## src/rtl/modbus_frame_tx.sv

```systemverilog
// Modbus RTU response serializer: latches a pre-built response frame, hands it
// MSB-byte-first to uart_byte_tx, then holds the 3.5-character inter-frame silence.
module modbus_frame_tx #(
  parameter int CLK_FREQ  = 50000000,
  parameter int BAUD_RATE = 115200,
  parameter int BIT_CYC   = CLK_FREQ / BAUD_RATE,
  parameter int GAP_CYC   = BIT_CYC * 77 / 2,
  parameter int TO_CYC    = BIT_CYC * 16
) (
  input  logic         sys_clk,
  input  logic         reset_n,
  input  logic         tx_exp_rp_start,
  input  logic         tx_06_rp_start,
  input  logic         tx_03_04_rp_start,
  input  logic [39:0]  exception_seq,
  input  logic [63:0]  code06_response,
  input  logic [103:0] code03_04_response,
  input  logic [2:0]   tx_quantity,
  input  logic         tx_done,
  output logic         tx_start,
  output logic [7:0]   tx_data,
  output logic         busy,
  output logic         frame_done,
  output logic         tx_reject,
  output logic         tx_abort
);

  localparam int CNT_MAX = (GAP_CYC > TO_CYC) ? GAP_CYC : TO_CYC;
  localparam int CNT_W   = $clog2(CNT_MAX + 1);
  localparam logic [CNT_W-1:0] GAP_END = CNT_W'(GAP_CYC);
  localparam logic [CNT_W-1:0] TO_END  = CNT_W'(TO_CYC - 1);
  localparam logic [CNT_W-1:0] CNT_ONE = CNT_W'(1);

  typedef enum logic [1:0] {
    ST_IDLE = 2'd0,
    ST_SEND = 2'd1,
    ST_WAIT = 2'd2,
    ST_GAP  = 2'd3
  } state_t;

  state_t           r_state;
  logic [103:0]     r_shift;
  logic [3:0]       r_remain;
  logic [CNT_W-1:0] r_cnt;
  logic [3:0]       w_len_0304;
  logic             w_q_ok;

  // Length of a 03/04 reply and legality of its register count
  always_comb begin
    w_len_0304 = 4'd5 + {tx_quantity, 1'b0};
    if ((tx_quantity != 3'd0) && (tx_quantity <= 3'd4)) begin
      w_q_ok = 1'b1;
    end else begin
      w_q_ok = 1'b0;
    end
  end

  // Frame sequencer: arbitration, byte handshake, byte timeout and inter-frame gap
  always_ff @(posedge sys_clk or negedge reset_n) begin
    if (!reset_n) begin
      r_state    <= ST_IDLE;
      r_shift    <= 104'd0;
      r_remain   <= 4'd0;
      r_cnt      <= '0;
      tx_start   <= 1'b0;
      tx_data    <= 8'h00;
      busy       <= 1'b0;
      frame_done <= 1'b0;
      tx_reject  <= 1'b0;
      tx_abort   <= 1'b0;
    end else begin
      tx_start   <= 1'b0;
      frame_done <= 1'b0;
      tx_reject  <= 1'b0;
      tx_abort   <= 1'b0;
      case (r_state)
        ST_IDLE: begin
          if (tx_exp_rp_start) begin
            r_shift  <= {exception_seq, 64'd0};
            r_remain <= 4'd5;
            busy     <= 1'b1;
            r_state  <= ST_SEND;
          end else if (tx_06_rp_start) begin
            r_shift  <= {code06_response, 40'd0};
            r_remain <= 4'd8;
            busy     <= 1'b1;
            r_state  <= ST_SEND;
          end else if (tx_03_04_rp_start) begin
            if (w_q_ok) begin
              r_shift  <= code03_04_response;
              r_remain <= w_len_0304;
              busy     <= 1'b1;
              r_state  <= ST_SEND;
            end else begin
              tx_reject <= 1'b1;
            end
          end else begin
            r_state <= ST_IDLE;
          end
        end
        ST_SEND: begin
          tx_start <= 1'b1;
          tx_data  <= r_shift[103:96];
          r_shift  <= {r_shift[95:0], 8'h00};
          r_remain <= r_remain - 4'd1;
          r_cnt    <= '0;
          r_state  <= ST_WAIT;
        end
        ST_WAIT: begin
          if (tx_done) begin
            if (r_remain != 4'd0) begin
              r_state <= ST_SEND;
            end else begin
              frame_done <= 1'b1;
              r_cnt      <= '0;
              r_state    <= ST_GAP;
            end
          end else if (r_cnt == TO_END) begin
            // The UART never answered; give up on the rest of the frame
            tx_abort <= 1'b1;
            r_cnt    <= '0;
            r_state  <= ST_GAP;
          end else begin
            r_cnt <= r_cnt + CNT_ONE;
          end
        end
        ST_GAP: begin
          if (r_cnt == GAP_END) begin
            busy    <= 1'b0;
            r_cnt   <= '0;
            r_state <= ST_IDLE;
          end else begin
            r_cnt <= r_cnt + CNT_ONE;
          end
        end
        default: begin
          busy    <= 1'b0;
          r_cnt   <= '0;
          r_state <= ST_IDLE;
        end
      endcase
    end
  end

endmodule

```

## config.mk

```make
export PLATFORM = sky130hd
export DESIGN_NAME = modbus_frame_tx
export DESIGN_NICKNAME = d
export VERILOG_FILES = /design/src/rtl/modbus_frame_tx.sv
export SDC_FILE = /design/constraint.sdc
export NUM_CORES = 1
export LEC_CHECK = 0
export BUFFER_PORTS_ARGS = -buffer_cell sky130_fd_sc_hd__buf_4
export CAP_MARGIN = 20
export CELL_PAD_IN_SITES_DETAIL_PLACEMENT = 0
export CELL_PAD_IN_SITES_GLOBAL_PLACEMENT = 2
export CORE_MARGIN = 1.5
export CORE_UTILIZATION = 27
export DETAILED_ROUTE_END_ITERATION = 8
export PLACE_DENSITY_LB_ADDON = 0.05
export SLEW_MARGIN = 30
export SYNTH_ARGS = -nofsm -noshare
export SYNTH_HDL_FRONTEND = slang
export SYNTH_SLANG_ARGS = --single-unit
```

## constraint.sdc

```tcl
create_clock -name sys_clk -period 1.9 [get_ports sys_clk]
set_input_delay 0.285 -clock sys_clk [delete_from_list [all_inputs] [get_ports sys_clk]]
set_output_delay 0.285 -clock sys_clk [all_outputs]
set_load 0.01 [all_outputs]
```

**Word-level counts from Yosys, hierarchy flattened**

Cells that the tools add are included.

- Register bits: 138
- Input bits: 217
- Word-level logic and storage cells: 79

- Add/sub/neg operators: 3
- Order comparisons: 1
- Equality and inequality tests: 11
- Mux-type cells: 43
- Reductions and logical operators: 11

Operators by type and width:

| operator | count |
|---|---|
| $mux 104 | 4 |
| $pmux 104 s2 | 1 |
| $mux 15 | 4 |
| $pmux 15 s3 | 1 |
| $mux 1 | 18 |
| $mux 2 | 8 |
| $mux 4 | 4 |
| $add 15x1->15 const B | 1 |
| $eq 15x13->1 const B | 1 |
| $eq 15x15->1 const B | 1 |
| $ne 4x4->1 const B | 2 |
| $pmux 2 s4 | 1 |
| $pmux 4 s2 | 1 |
| $ne 3x3->1 const B | 2 |
| $reduce_and 3->1 | 2 |
| $reduce_bool 3->1 | 2 |
| $ne 5x5->1 const B | 1 |
| $add 3x4->4 const A | 1 |
| $eq 2x2->1 const B | 2 |
| $reduce_and 4->1 | 1 |
| $reduce_bool 2->1 | 2 |
| $reduce_bool 4->1 | 1 |
| $sub 4x1->4 const B | 1 |
| $le 3x3->1 const B | 1 |
| 6 further kinds | 6 |

**Logic depth before layout (Yosys ltp)**

- Depth in word-level cells: 8
- Gate-level depth with buffers: 9

**Worst setup path before layout**

OpenSTA, ideal clock, no wires.

- Kind: register to register
- Start point: register r_cnt[0]
- End point: register r_cnt[8]
- Library setup time: 74 ps
- Arrival time: 1763 ps
- Required time: 1826 ps
- Path slack: 63 ps
- Cell stages (with the launch flop): 9
- Buffers on the path: 2
- Period minus slack after synthesis: 1837 ps
- Cell sequence: dfrtp_1 ha_1 and4b_1 and4_1 buf_6 a2bb2oi_2 buf_6 or3_1 o21ai_2

- Longest elaborated chain between the ends: 4
- Elaborated cells between the ends (all ways): 7

Ends and longest elaborated chain:

| item | line | text |
|---|---|---|
| from (decl) | 44 | `logic [CNT_W-1:0] r_cnt;` |
| from (signal assigned) | 124 | `r_cnt <= r_cnt + CNT_ONE;` |
| from (signal assigned) | 133 | `r_cnt <= r_cnt + CNT_ONE;` |
| $add 15x1->15 or $eq 15x13->1 (tied branches) | 124, 133, 118 |  |
| $mux 15 | 118 | `end else if (r_cnt == TO_END) begin` |
| $mux 15 | 110 | `if (tx_done) begin` |
| $pmux 15 s3 (*) | 76 | `case (r_state)` |

Mark *: on every way between the ends. The rest lies on a longest branch, timed or not.
A chain may end at the register's enable or synchronous reset.

**Final worst setup path**

Ends and elaborated chain as after synthesis.

==> metrics.txt <==
Vias/cell roughly 4.7; Area growth, synth to finish 40.57%; Yosys cell types 52; Final #Nets between 1,000 and 1,500; EDFF count, synth 0; Total Power roughly 14 mW; Worst Path Arrival between 2 and 2.5 ns; TritonCTS Sinks about 140; antenna-violating nets left 0; Final Cycle Share 0.9557; met1 GRT Util 0.2381; I/O pins between 200 and 250; most area-hungry cell type in the Yosys netlist dfrtp_1; Post-synth ARST share 1.000; clock-pin slew on the worst setup and hold paths 0.07 ns; CTS tree yes; largest net degree at the start of global routing 62; initial core utilization 0.2732; first-pass GRT wire length just under 40,000 um; post-layout worst setup margin about 0.084 ns; H-tree levels 4; Final Hold Fails 0; Total Routed Length 24,790 um; number of port buffers about 230; register area ~3500 um2; CTS max path bufs 2; Worst Skew 0.01042 ns; yosys warns 0; area of the multi-input gates 3785 um2; synth top area cells dfrtp_1 (46%), nand2_1 (8.7%), nor2_1 (8.0%), mux2i_1 (5.3%), a221oi_1 (4.2%); critical path startpoint category flip-flop; mapped cell area approximately 7600 um2; GR Util met2 0.2787; Max IR drop VDD 0.0005789 V; CTS root buffer clkbuf_16; vias slightly below 7,000; layer with the highest usage met2; routed len/inst about 17 um; Max Cap Viol 0; P_leak between 4 and 5 nW; HP Class in -> reg; core area ~28,000 um2; remaining global-route overflow 0; DRC viols 0; PD cells 1295 nW/um2; met3 Usage GRT 0.03581; Slew @ Worst Pin around 0.6 ns; first-pass iteration count of the detailed router 4; crit path max fanout 6; cells after synthesis 860; share of layout cells above drive strength 1 0.3432; share of the synthesized area in the top cell type 0.4563; sequential-to-total area share from yosys stat 0.4563; RSZ-0062 raised after global routing no; Post-synth top flop dfrtp_1; final HPWL from detailed placement ~18,000 um; DR iter-0 viols slightly below 300; Final Slew Violations 0; net count after synthesis ~1,100; status finished, final reports clean; WP data required 2.25 ns; syn_area_per_cell ~8.8 um2; critical path class reg -> reg; vias in the first global route around 7,000; Skew-Pair Late Insertion Delay 0.42 ns; GRT Total Usage 0.1722; Max Fclk between 500 and 600 MHz; # rows approximately 60; CP Capture Type flip-flop; die width between 150 and 200 um; Die Y between 150 and 200 um; die area around 29,000 um2; clock period minus worst slack 1.816 ns; CTS buffer count 17; final setup fails 0; Synth Register Bits roughly 140; routability cong. around 0.75; Fillers about 2,900; antenna cells 0; pre-CTS WS -0.1273 ns; initial antenna violation count 0; relative slew slack 0.5975
-- where the power goes --
part / internal [mW] / leakage (nW) / switching, mW / total (mW)
sequential: 4.24 / 1.64 / 0.833 / 5.07
clock: 1.86 / 0.286 / 1.48 / 3.33
combinational: 2.37 / 2.99 / 3.00 / 5.37
total: 8.46 / 4.92 / 5.31 / 13.8
-- cells by family after synthesis --
group	share of synthesized area
adder cells (fa/ha/maj)	0.004960
AND/OR/NAND/NOR	0.2104
multiplexers	0.08861
AO/OA/AOI/OAI	0.1848
buffers and inverters	0.05026
flip-flops	0.4563
XOR/XNOR	0.004630
-- per-layer routing --
| layer | wire [um] | part of all wire |
|---|---|---|
| met1 | 12000 | 0.48 |
| met2 | 11510 | 0.46 |
| met3 | 1082 | 0.044 |
| met4 | 199 | 0.0080 |
| met5 | 0 | 0 |
-- flip-flops by register name (all words and copies together) (netlist names) --
name,flops
r_state,2
r_remain,4
tx_abort,1
frame_done,1
tx_data,8
r_shift,104
tx_reject,1
r_cnt,15
tx_start,1
busy,1
-- critical path, cell delays in order, from the launching register on --
cell and delay, ns:
dfrtp_1 0.41, ha_2 0.19, and4b_1 0.18, and4_4 0.20, a2bb2oi_2 0.17, buf_4 0.17
or3_1 0.36, o21ai_2 0.06
-- Yosys cell counts (2+ instances only) --
| library cell | count |
|---|---|
| nand2_1 | 175 |
| nor2_1 | 161 |
| dfrtp_1 | 138 |
| o21ai_0 | 54 |
| a31oi_1 | 43 |
| mux2i_1 | 40 |
| a221oi_1 | 36 |
| clkbuf_1 | 29 |
| buf_2 | 28 |
| mux2_2 | 24 |
| a221oi_2 | 20 |
| a21oi_1 | 14 |
| nand3_1 | 13 |
| inv_1 | 9 |
| or3_1 | 7 |
| nor3_1 | 6 |
| buf_6 | 4 |
| nand4_1 | 4 |
| nor2_2 | 4 |
| a21o_1 | 3 |
| a22o_1 | 3 |
| and4_1 | 3 |
| ha_1 | 3 |
| nand2b_1 | 3 |
| and3_1 | 2 |
| buf_1 | 2 |
| buf_8 | 2 |
| inv_2 | 2 |
| nor3_2 | 2 |
| o21ai_1 | 2 |
| xnor2_1 | 2 |
| xor2_1 | 2 |
-- cell usage in the layout, fill, tap and decap left out, types with 5 or more instances in the layout --
master,instances
buf_4,268
o21ai_0,54
nand2_1,175
a31oi_1,43
a221oi_2,20
dfrtp_1,138
nor2_1,159
mux2_2,24
inv_1,9
a21oi_1,14
or3_1,6
nor3_1,6
nor2_2,5
mux2i_1,40
buf_12,13
nand3_1,13
clkbuf_16,17
a221oi_1,36
-- cell type report --
cell class	instances	area share
Clock buffer	17	0.03999
Clock inverter	15	0.01447
Inverter	11	0.004116
Multi-Input combinational cell	645	0.3558
Sequential cell	138	0.3246
Tap cell	378	0.04445
Timing Repair Buffer	284	0.2166
-- repair_timing --
action                                 4_1_cts  5_1_grt
gates cloned                                 0        0
setup endpoints to repair                   58       29
buffers inserted                             0        1
resized for setup                            5        3
endpoints found under the hold margin       40        0
pin swaps                                    0        4
hold buffers                                 1        0
-- stage by stage --
step / area [um2] / instances / TNS, ns / hold slack (ns) / utilization
after global placement: 10000 / 1454 / -3.547 / 0.2555 / 0.3611
after detailed placement: 10000 / 1454 / -4.398 / 0.2498 / 0.3611
after floorplan: 7569 / 860 / 0 / -0.01059 / -
after global routing: 10640 / 1488 / 0 / 0.09001 / 0.3840
final: 10640 / 1488 / 0 / 0.09671 / 0.3840
after CTS: 10620 / 1487 / 0 / 0.07924 / 0.3833
-- worst paths after layout --
path,start,end,slack [ns],cells past startpoint
max,r_cnt[0],r_cnt[8],0.08,7
max in group asynchronous,reset_n,r_cnt[2],0.93,3
min reg2reg,r_shift[96],tx_data[0],0.47,2
min,code03_04_response[5],r_shift[5],0.1,3
min in group asynchronous,reset_n,tx_data[4],0.36,2
max reg2reg,r_cnt[0],r_cnt[8],0.08,7
Power figures use the tool's default switching activity.
